**config.mk**
```make
export PLATFORM = sky130hd
export DESIGN_NAME = rf_wb_arbiter
export DESIGN_NICKNAME = d
export VERILOG_FILES = /design/src/rtl/rf_wb_arbiter.sv
export SDC_FILE = /design/constraint.sdc
export NUM_CORES = 1
export LEC_CHECK = 0
export ABC_CLOCK_PERIOD_IN_PS = 5000
export BUFFER_PORTS_ARGS = -buffer_cell sky130_fd_sc_hd__buf_2
export CAP_MARGIN = 20
export CELL_PAD_IN_SITES_DETAIL_PLACEMENT = 0
export CELL_PAD_IN_SITES_GLOBAL_PLACEMENT = 1
export CORE_MARGIN = 10
export CORE_UTILIZATION = 30
export CTS_BUF_LIST = sky130_fd_sc_hd__clkbuf_8
export CTS_CLUSTER_SIZE = 10
export DETAILED_ROUTE_END_ITERATION = 8
export GPL_ROUTABILITY_DRIVEN = 1
export PLACE_DENSITY = 0.63
export SLEW_MARGIN = 20
export SYNTH_ARGS = -nofsm -noshare
export SYNTH_HDL_FRONTEND = slang
export SYNTH_SLANG_ARGS = --single-unit
```
**constraint.sdc**
```tcl
create_clock -name clk -period 5 [get_ports clk]
set_clock_uncertainty 0.15 [all_clocks]
set_input_delay 1 -clock clk [delete_from_list [all_inputs] [get_ports clk]]
set_output_delay 1 -clock clk [all_outputs]
set_load 0.01 [all_outputs]
```
**src/rtl/rf_wb_arbiter.sv**
```systemverilog
// Register-file writeback arbiter: the pipeline (A) always wins, multi-cycle results (B) queue in a small FIFO.
// Optional statistics counters are compiled in with RF_WB_STATS_EN.
module rf_wb_arbiter #(
    parameter int DEPTH        = 2,
    parameter int STARVE_LIMIT = 4
) (
    input  logic        clk,
    input  logic        rst,
    input  logic        a_valid,
    input  logic [4:0]  a_rd,
    input  logic [31:0] a_data,
    output logic        a_stall,
    input  logic        b_valid,
    output logic        b_ready,
    input  logic [4:0]  b_rd,
    input  logic [31:0] b_data,
    output logic        RegWrite,
    output logic [4:0]  rc,
    output logic [31:0] dc,
    output logic [31:0] busy_mask
`ifdef RF_WB_STATS_EN
    ,
    output logic [15:0] b_write_cnt,
    output logic [15:0] stall_cnt
`endif
);

    localparam int PW = $clog2(DEPTH);
    localparam int CW = PW + 1;
    localparam int SW = $clog2(STARVE_LIMIT + 1);
    localparam logic [CW-1:0] FULL_CNT   = CW'(DEPTH);
    localparam logic [SW-1:0] STARVE_MAX = SW'(STARVE_LIMIT);

    logic [4:0]    r_fifo_rd   [DEPTH];
    logic [31:0]   r_fifo_data [DEPTH];
    logic [PW-1:0] r_wr_ptr;
    logic [PW-1:0] r_rd_ptr;
    logic [CW-1:0] r_count;
    logic [SW-1:0] r_starve;
    logic          r_a_stall;
    logic          r_regwrite;
    logic [4:0]    r_rc;
    logic [31:0]   r_dc;
    logic          r_out_is_b;
    logic [31:0]   r_busy;

    logic          w_full;
    logic          w_empty;
    logic          w_b_ready;
    logic          w_enq;
    logic          w_sel_a;
    logic          w_sel_b;
    logic [31:0]   w_busy_set;
    logic [31:0]   w_busy_clr;
    logic [SW-1:0] w_starve_next;

    always_comb begin
        w_full     = (r_count == FULL_CNT);
        w_empty    = (r_count == '0);
        w_b_ready  = !w_full && !((b_rd != 5'd0) && r_busy[b_rd]);
        w_enq      = b_valid && w_b_ready && (b_rd != 5'd0);
        w_sel_a    = a_valid && (a_rd != 5'd0);
        w_sel_b    = !w_sel_a && !w_empty;
        w_busy_set = '0;
        if (w_enq)
            w_busy_set[b_rd] = 1'b1;
        // Busy bit drops once the register file has captured the B write.
        w_busy_clr = '0;
        if (r_regwrite && r_out_is_b)
            w_busy_clr[r_rc] = 1'b1;
        w_starve_next = '0;
        if (w_sel_a && !w_empty)
            w_starve_next = (r_starve == STARVE_MAX) ? r_starve : r_starve + SW'(1);
    end

    always_ff @(posedge clk) begin
        if (w_enq) begin
            r_fifo_rd[r_wr_ptr]   <= b_rd;
            r_fifo_data[r_wr_ptr] <= b_data;
        end
    end

    always_ff @(posedge clk or posedge rst) begin
        if (rst) begin
            r_wr_ptr   <= '0;
            r_rd_ptr   <= '0;
            r_count    <= '0;
            r_starve   <= '0;
            r_a_stall  <= 1'b0;
            r_regwrite <= 1'b0;
            r_rc       <= '0;
            r_dc       <= '0;
            r_out_is_b <= 1'b0;
            r_busy     <= '0;
        end else begin
            if (w_enq)
                r_wr_ptr <= r_wr_ptr + PW'(1);
            if (w_sel_b)
                r_rd_ptr <= r_rd_ptr + PW'(1);
            if (w_enq && !w_sel_b)
                r_count <= r_count + CW'(1);
            else if (!w_enq && w_sel_b)
                r_count <= r_count - CW'(1);

            r_regwrite <= w_sel_a || w_sel_b;
            r_out_is_b <= w_sel_b;
            if (w_sel_a) begin
                r_rc <= a_rd;
                r_dc <= a_data;
            end else if (w_sel_b) begin
                r_rc <= r_fifo_rd[r_rd_ptr];
                r_dc <= r_fifo_data[r_rd_ptr];
            end

            r_busy   <= (r_busy & ~w_busy_clr) | w_busy_set;
            r_starve <= w_starve_next;
            // Stall holds (even if A ignores it) until B finally gets a slot.
            if (w_sel_b)
                r_a_stall <= 1'b0;
            else if (w_starve_next == STARVE_MAX)
                r_a_stall <= 1'b1;
        end
    end

`ifdef RF_WB_STATS_EN
    logic [15:0] r_b_write_cnt;
    logic [15:0] r_stall_cnt;

    always_ff @(posedge clk or posedge rst) begin
        if (rst) begin
            r_b_write_cnt <= '0;
            r_stall_cnt   <= '0;
        end else begin
            if (w_sel_b && (r_b_write_cnt != 16'hFFFF))
                r_b_write_cnt <= r_b_write_cnt + 16'd1;
            if (r_a_stall && (r_stall_cnt != 16'hFFFF))
                r_stall_cnt <= r_stall_cnt + 16'd1;
        end
    end

    assign b_write_cnt = r_b_write_cnt;
    assign stall_cnt   = r_stall_cnt;
`endif

    assign b_ready   = w_b_ready;
    assign a_stall   = r_a_stall;
    assign RegWrite  = r_regwrite;
    assign rc        = r_rc;
    assign dc        = r_dc;
    assign busy_mask = r_busy;

endmodule

```
==> results by group, run 1 <==
Logic synthesis
  – FFs w/ async S/R, synth: 0.516
  – Largest area contributor in the netlist: edfxtp_1
  – Syn_area_per_cell: 11.9 um2
  – Cell count after synthesis: 553
  – Post-Syn Nets: 634
  – YS warnings: 0
  – Synth Register Bits: 153
  – Post-synthesis cell area: 6570 um2
  – Area contributors post-synth: edfxtp_1, dfrtp_1, mux2i_1
  – Register area share after synthesis: 0.639
  – EDFF count, synth: 74
  – Yosys top cell area share: 0.338
  – Synth Flop Type: dfrtp_1
  – Synth unique cells: 41

Pwr
  – Switching Power: 0.00155 W
  – Leakage: 3.30 nW
  – Clock group share of total power: 0.215
  – Int Pwr: 0.00249 W
  – Maximum vdd drop: 0.000185 V
  – Comb power frac: 0.306
  – Reg power frac: 0.480
  – Pwr dens: 504 nW/um2
  – Sw frac: 0.383

Detailed routing
  – Via density per instance: 4.93
  – Post-DRT Antenna Nets: 0
  – Drt first pass iters: 5
  – Routed len/inst: 19.3 um
  – WL final: 19.1 mm
  – Vias: 4,885
  – Iter 0 DRT Violations: 329
  – DRC viols: 0

Place
  – GP Congestion: 0.835
  – DP HPWL: 13.8 mm
  – Placed cell count: 956
  – Place WS: 928 ps
  – Buffers on Ports: 149

Clock network
  – Post-CTS Hold Buffers: 0
  – CTS buffer count: 17
  – Clk sinks: 153
  – Post-CTS setup buffers: 0
  – Clock latency on the worst-skew pair: 450 ps
  – CTS tree: built
  – CTS resizes: 0
  – Max Root-Sink Buffers: 2
  – H-tree Lvls: 4
  – Clock root buffer master: clkbuf_8
  – Clock slew at reported path FFs: 100 ps

Setup path
  – Critical Path Slowest Stage Cell: buf_2
  – CP required: 3850 ps
  – Crit end category: output pin
  – Crit Path Class: in -> out
  – Most used cell along the critical path: buf_2
  – CP peak stage delay: 590 ps
  – Worst EP arrival: 2910 ps
  – Crit path max fanout: 27
  – CP cell instances: buf_2 > mux2i_1 > o221ai_1 > a22oi_1 > buf_4 > nand2_1 > a21boi_0 > buf_2
  – CP startpoint kind: primary input

Layout
  – FF+latch area: 4200 um2
  – Filler cell count: 2,131
  – Nets: 777
  – Non-Filler Instances: 990
  – Area of the multi-input gates: 2220 um2
  – Syn-to-layout area delta: 21.9%
  – Most common cell after layout, fill and taps aside: buf_2
  – Layout cells sized above 1: 0.295
  – Most frequent cells in the layout: buf_2, dfrtp_1, edfxtp_1

Worst hold path
  – Worst min-delay path class: reg -> reg

GRT
  – Pin count of the biggest net entering global routing: 74
  – Total Routing Usage GR: 0.133
  – GR Overflow Total: 0
  – Vias in the first global route: 5,040
  – First-pass GRT wire length: 29.5 mm
  – Initial antenna violation count: 1

Die
  – Site Rows: 54
  – Die area: 28,200 um2
  – Initial core utilization: 0.303
  – Core Footprint: 21,700 um2
  – I/O pin cnt: 150
  – Die height: 168 um
  – Die X: 168 um

Run status
  – Run status: completed

Timing
  – Fin crit period: 4060 ps
  – RSZ-0062 raised after global routing: no
  – Fin. max-slew vios: 0
  – Fin worst setup slack: 941 ps
  – Worst-Margin Slew: 792 ps
  – Slew HR: 0.472
  – Max Clk Rate: 246 MHz
  – Final setup vio count: 0
  – Count of final hold-check violations: 0
  – Period utilization: 0.812
  – Setup TNS: 0 ps

Run
  – Max Cap Viol: 0
[per-layer routing]
| layer | GRT usage | vias up | wire length [um] |
|---|---|---|---|
| li1 | - | 2293 | - |
| met1 | 0.171 | 2427 | 8480 |
| met2 | 0.212 | 150 | 9320 |
| met3 | 0.0382 | 15 | 1030 |
| met4 | 0.0409 | 0 | 235 |
| met5 | 0 | - | 0 |
[through the flow]
step                      hold slack, ps  power, W  instance area, um2   util
after floorplan                      327   0.00263                6570      -
after global placement               372   0.00320                7620  0.351
after global routing                 414   0.00433                8010  0.369
after CTS                            392   0.00411                7990  0.368
after detailed placement             362   0.00322                7620  0.351
final                                389   0.00403                8010  0.369
[registers in the layout, summed over array words and instances (netlist names)]
register and count:
busy_mask 32, RegWrite 1, rc 5, dc 32
r_count 2, r_rd_ptr 1, r_fifo_data 64, r_out_is_b 1
r_wr_ptr 1, a_stall 1, r_fifo_rd 10, r_starve 3
[worst max-delay path, delay by kind of cell]
| kind | cells | cell delay [ps] |
|---|---|---|
| buf+inv | 3 | 960 |
| compound gates | 3 | 560 |
| mux | 1 | 300 |
| simple gates | 1 | 50 |
[cells by family (layout without fill, tap and decap cells)]
logic type | after synthesis | after routing | share of synthesized area
AOI/OAI and AO/OA | 153 | 153 | 0.133
DFF | 153 | 153 | 0.639
xor gates and xnor gates | 6 | 6 | 0.00800
buffers and inverters | 41 | 197 | 0.0267
muxes | 53 | 53 | 0.0807
other | 0 | 1 | 0
adders and majority gates | 3 | 3 | 0.00571
and+or+nand+nor | 144 | 144 | 0.106
[path summary, 6_finish.rpt]
| path | startpoint | endpoint | slack [ps] | cells after the start |
|---|---|---|---|---|
| max in group asynchronous | rst | r_rd_ptr | 3270 | 4 |
| hold reg to reg | busy_mask[0] | busy_mask[0] | 390 | 1 |
| setup / recovery | b_rd[1] | b_ready | 940 | 8 |
| min in group asynchronous | rst | busy_mask[25] | 420 | 2 |
| hold / removal | busy_mask[0] | busy_mask[0] | 390 | 1 |
| setup reg to reg | busy_mask[3] | r_fifo_data[0][5] | 2210 | 6 |
[synthesized netlist by cell type, types with 8 or more instances]
cell type  number
nand3_1        12
edfxtp_1       74
mux2i_1        53
clkbuf_1       23
inv_1           8
nand2_1        49
o21ai_0        72
a21oi_1        37
dfrtp_1        79
o21ai_1        19
nand3b_1        9
nor2_1         47
[layout make-up]
type,count,area share
Sequential cell,153,0.525
Multi-Input combinational cell,359,0.277
Timing Repair Buffer,156,0.104
Tap cell,280,0.0437
Clock buffer,18,0.0309
Clock inverter,14,0.0147
Inverter,9,0.00437
Antenna cell,1,0.000312
[power groups by stage]
| stage | combinational [W] | sequential, W | clock [W] |
|---|---|---|---|
| after global placement | 0.00123 | 0.00197 | 0 |
| after CTS | 0.00127 | 0.00194 | 0.000904 |
| after global routing | 0.00139 | 0.00197 | 0.000967 |
| after detailed placement | 0.00126 | 0.00196 | 0 |
| after floorplan | 0.000753 | 0.00188 | 0 |
| final | 0.00123 | 0.00193 | 0.000866 |
Note: power is estimated with default switching activity, not from simulation.
==> run 2: changes to the inputs <==
--- a/config.mk
+++ b/config.mk
@@ -5,7 +5,8 @@
 export SDC_FILE = /design/constraint.sdc
 export NUM_CORES = 1
 export LEC_CHECK = 0
-export ABC_CLOCK_PERIOD_IN_PS = 5000
+export ABC_AREA = 1
+export ABC_CLOCK_PERIOD_IN_PS = 3400
 export BUFFER_PORTS_ARGS = -buffer_cell sky130_fd_sc_hd__buf_2
 export CAP_MARGIN = 20
 export CELL_PAD_IN_SITES_DETAIL_PLACEMENT = 0
@@ -16,7 +17,7 @@
 export CTS_CLUSTER_SIZE = 10
 export DETAILED_ROUTE_END_ITERATION = 8
 export GPL_ROUTABILITY_DRIVEN = 1
-export PLACE_DENSITY = 0.63
+export PLACE_DENSITY = 0.66
 export SLEW_MARGIN = 20
 export SYNTH_ARGS = -nofsm -noshare
 export SYNTH_HDL_FRONTEND = slang
==> constraint.sdc (replaced) <==
create_clock -name clk -period 3.4 [get_ports clk]
set_clock_uncertainty 0.15 [all_clocks]
set_input_delay 0.68 -clock clk [delete_from_list [all_inputs] [get_ports clk]]
set_output_delay 0.68 -clock clk [all_outputs]
set_load 0.01 [all_outputs]
==> results by group, run 2 <==
Logic synthesis
  – Mux contribution to synthesized area: 0.0329
  – Synth Flop Type: dfrtp_1
  – Yosys top cell area share: 0.332
  – EDFF count, synth: 74
  – Post-synthesis compound-gate area fraction: 0.0702
  – Synth Register Bits: 153
  – Simple-gate area share of the yosys netlist: 0.209
  – YS warnings: 0
  – Syn_area_per_cell: 10.2 um2
  – FFs w/ async S/R, synth: 0.516
  – Post-Synth Adder-Cell Area: 0.00560
  – Largest family of logic cells by synthesized area: simple AND/OR/NAND/NOR gates
  – Post-synthesis cell area: 6700 um2
  – Most common library cells after synthesis: nand2_1, dfrtp_1, edfxtp_1
  – Largest area contributor in the netlist: edfxtp_1
  – Xor/xnor cell area share of the yosys netlist: 0.00654
  – Most frequent cell after synthesis: nand2_1
  – Register area share after synthesis: 0.627
  – Area contributors post-synth: edfxtp_1, dfrtp_1, nand2_1
  – Synth unique cells: 29
  – Post-Syn Nets: 738
  – Cell count after synthesis: 657

GRT
  – Met2 Use GR: 0.225
  – Initial antenna violation count: 2
  – GR Overflow Total: 0
  – Most used routing layer in global routing: met2
  – First-pass GRT wire length: 31.1 mm
  – Pin count of the biggest net entering global routing: 38
  – Total Routing Usage GR: 0.139
  – Vias in the first global route: 5,323
  – Met1 Usage GRT: 0.179
  – Grt met3 use: 0.0308

Setup path
  – Worst R2R Path Depth: 15
  – Worst r2r dst: r_count[1]
  – Reg2reg start: busy_mask[2]
  – Crit Path Class: in -> out
  – CP startpoint kind: primary input
  – Crit path max fanout: 14
  – CP required: 2570 ps
  – Worst EP arrival: 2140 ps
  – Crit end category: output pin
  – Reg2reg setup slack: 1150 ps

Detailed routing
  – Drt first pass iters: 6
  – WL final: 19.9 mm
  – Via density per instance: 4.71
  – Routed len/inst: 18.0 um
  – DRC viols: 0
  – Vias: 5,201
  – Iter 0 DRT Violations: 483
  – Post-DRT Antenna Nets: 0

Timing
  – Fin. max-slew vios: 0
  – WHS: 135 ps
  – Count of final hold-check violations: 0
  – Fin crit period: 2970 ps
  – Slew HR: 0.530
  – Period utilization: 0.874
  – Setup TNS: 0 ps
  – Final setup vio count: 0
  – Max Clk Rate: 337 MHz
  – Worst-Margin Slew: 704 ps
  – RSZ-0062 raised after global routing: no

Clock network
  – Clock latency on the worst-skew pair: 450 ps
  – Post-CTS Hold Buffers: 0
  – Post-CTS setup buffers: 0
  – CTS buffer count: 17
  – H-tree Lvls: 4
  – CTS resizes: 0
  – Clk sinks: 153
  – Clock root buffer master: clkbuf_8
  – Clock slew at reported path FFs: 100 ps
  – Max Root-Sink Buffers: 2
  – CTS tree: built

Die
  – Initial core utilization: 0.306
  – Site Rows: 54
  – Die area: 28,700 um2
  – Core Footprint: 21,900 um2
  – Die X: 169 um
  – I/O pin cnt: 150
  – Die height: 169 um

Pwr
  – Pwr dens: 777 nW/um2
  – Leakage: 3.52 nW
  – Total power: 0.00632 W
  – Maximum vdd drop: 0.000260 V

Layout
  – Final core utilization: 0.372
  – Area of the multi-input gates: 2180 um2
  – Filler cell count: 2,266
  – Most frequent cells in the layout: nand2_1, buf_2, dfrtp_1
  – FF+latch area: 4200 um2
  – Layout cells sized above 1: 0.248
  – Syn-to-layout area delta: 21.4%
  – Largest register FFs: 64
  – Reg with most FFs: r_fifo_data
  – Most common cell after layout, fill and taps aside: nand2_1
  – Non-Filler Instances: 1,105
  – Nets: 891

Place
  – Placed cell count: 1,071
  – DP HPWL: 14.1 mm
  – Buffers on Ports: 149
  – GP Congestion: 0.828

Run
  – Max Cap Viol: 0

Run status
  – Run status: completed

Worst hold path
  – Worst min-delay path class: in -> async
## run 2: cell count changes in the layout (fill, tap and decap cells not counted), sizes merged, moves of 10 or more
cell and delta:
nor2 +10, o311ai +10, nand2 +174, nand4 +29
a21oi -36, nor3 +11, o21ai -59, mux2i -31
o211ai +27, inv +31
## run 2: through the flow
step | instance area (um2) | setup WS [ps]
floorplan | 6700 | 274
global placement | 7740 | 417
detailed placement | 7740 | 352
CTS | 8130 | 411
global route | 8130 | 236
finish | 8140 | 430
## run 2: kinds of logic (layout without fill, tap and decap cells)
kind of cell,Yosys count,count (layout)
AND/OR/NAND/NOR,337,337
flip-flops,153,153
AO/OA/AOI/OAI,72,72
buffers and inverters,65,231
multiplexers,22,22
XOR/XNOR,5,5
adder cells (fa/ha/maj),3,3
other,0,2
## run 2: how the worst max path moves through the flow
stage / start / to / depth (start not counted)
floorplan: b_rd[0] / r_fifo_data[1][0] / 13
finish: b_rd[1] / b_ready / 12
global placement: b_rd[1] / r_count[1] / 15
detailed placement: b_rd[1] / r_count[1] / 15
global route: b_rd[1] / b_ready / 12
CTS: b_rd[1] / b_ready / 12
## run 2: worst max-delay path, stage by stage
cell and delay (ps):
buf_2 240, clkinv_1 300, nand2_1 140, nand2_1 50, nand2_1 60, nand2_1 50, nor2_1 120, nand2_2 80
nand2_4 130, nand2_1 80, inv_1 70, buf_2 130
## run 2: metal layers
| layer | wire, um | vias up |
|---|---|---|
| met1 | 8890 | 2474 |
| met2 | 9720 | 145 |
| met5 | 0 | - |
| met3 | 1010 | 16 |
| met4 | 297 | 0 |
| li1 | - | 2566 |
## run 2: area by class of cell
type / count / share of cell area
Clock buffer: 17 / 0.0288
Timing Repair Buffer: 161 / 0.106
Sequential cell: 153 / 0.516
Clock inverter: 15 / 0.0197
Tap cell: 280 / 0.0431
Multi-Input combinational cell: 439 / 0.268
Antenna cell: 2 / 0.000615
Inverter: 38 / 0.0177
## run 2: where the power goes
part	switching, W	total, W	internal [W]	leakage (nW)
registers	0.000348	0.00285	0.00250	1.59
logic	0.00135	0.00209	0.000741	1.72
clock network	0.000774	0.00139	0.000611	0.205
total	0.00247	0.00632	0.00385	3.52
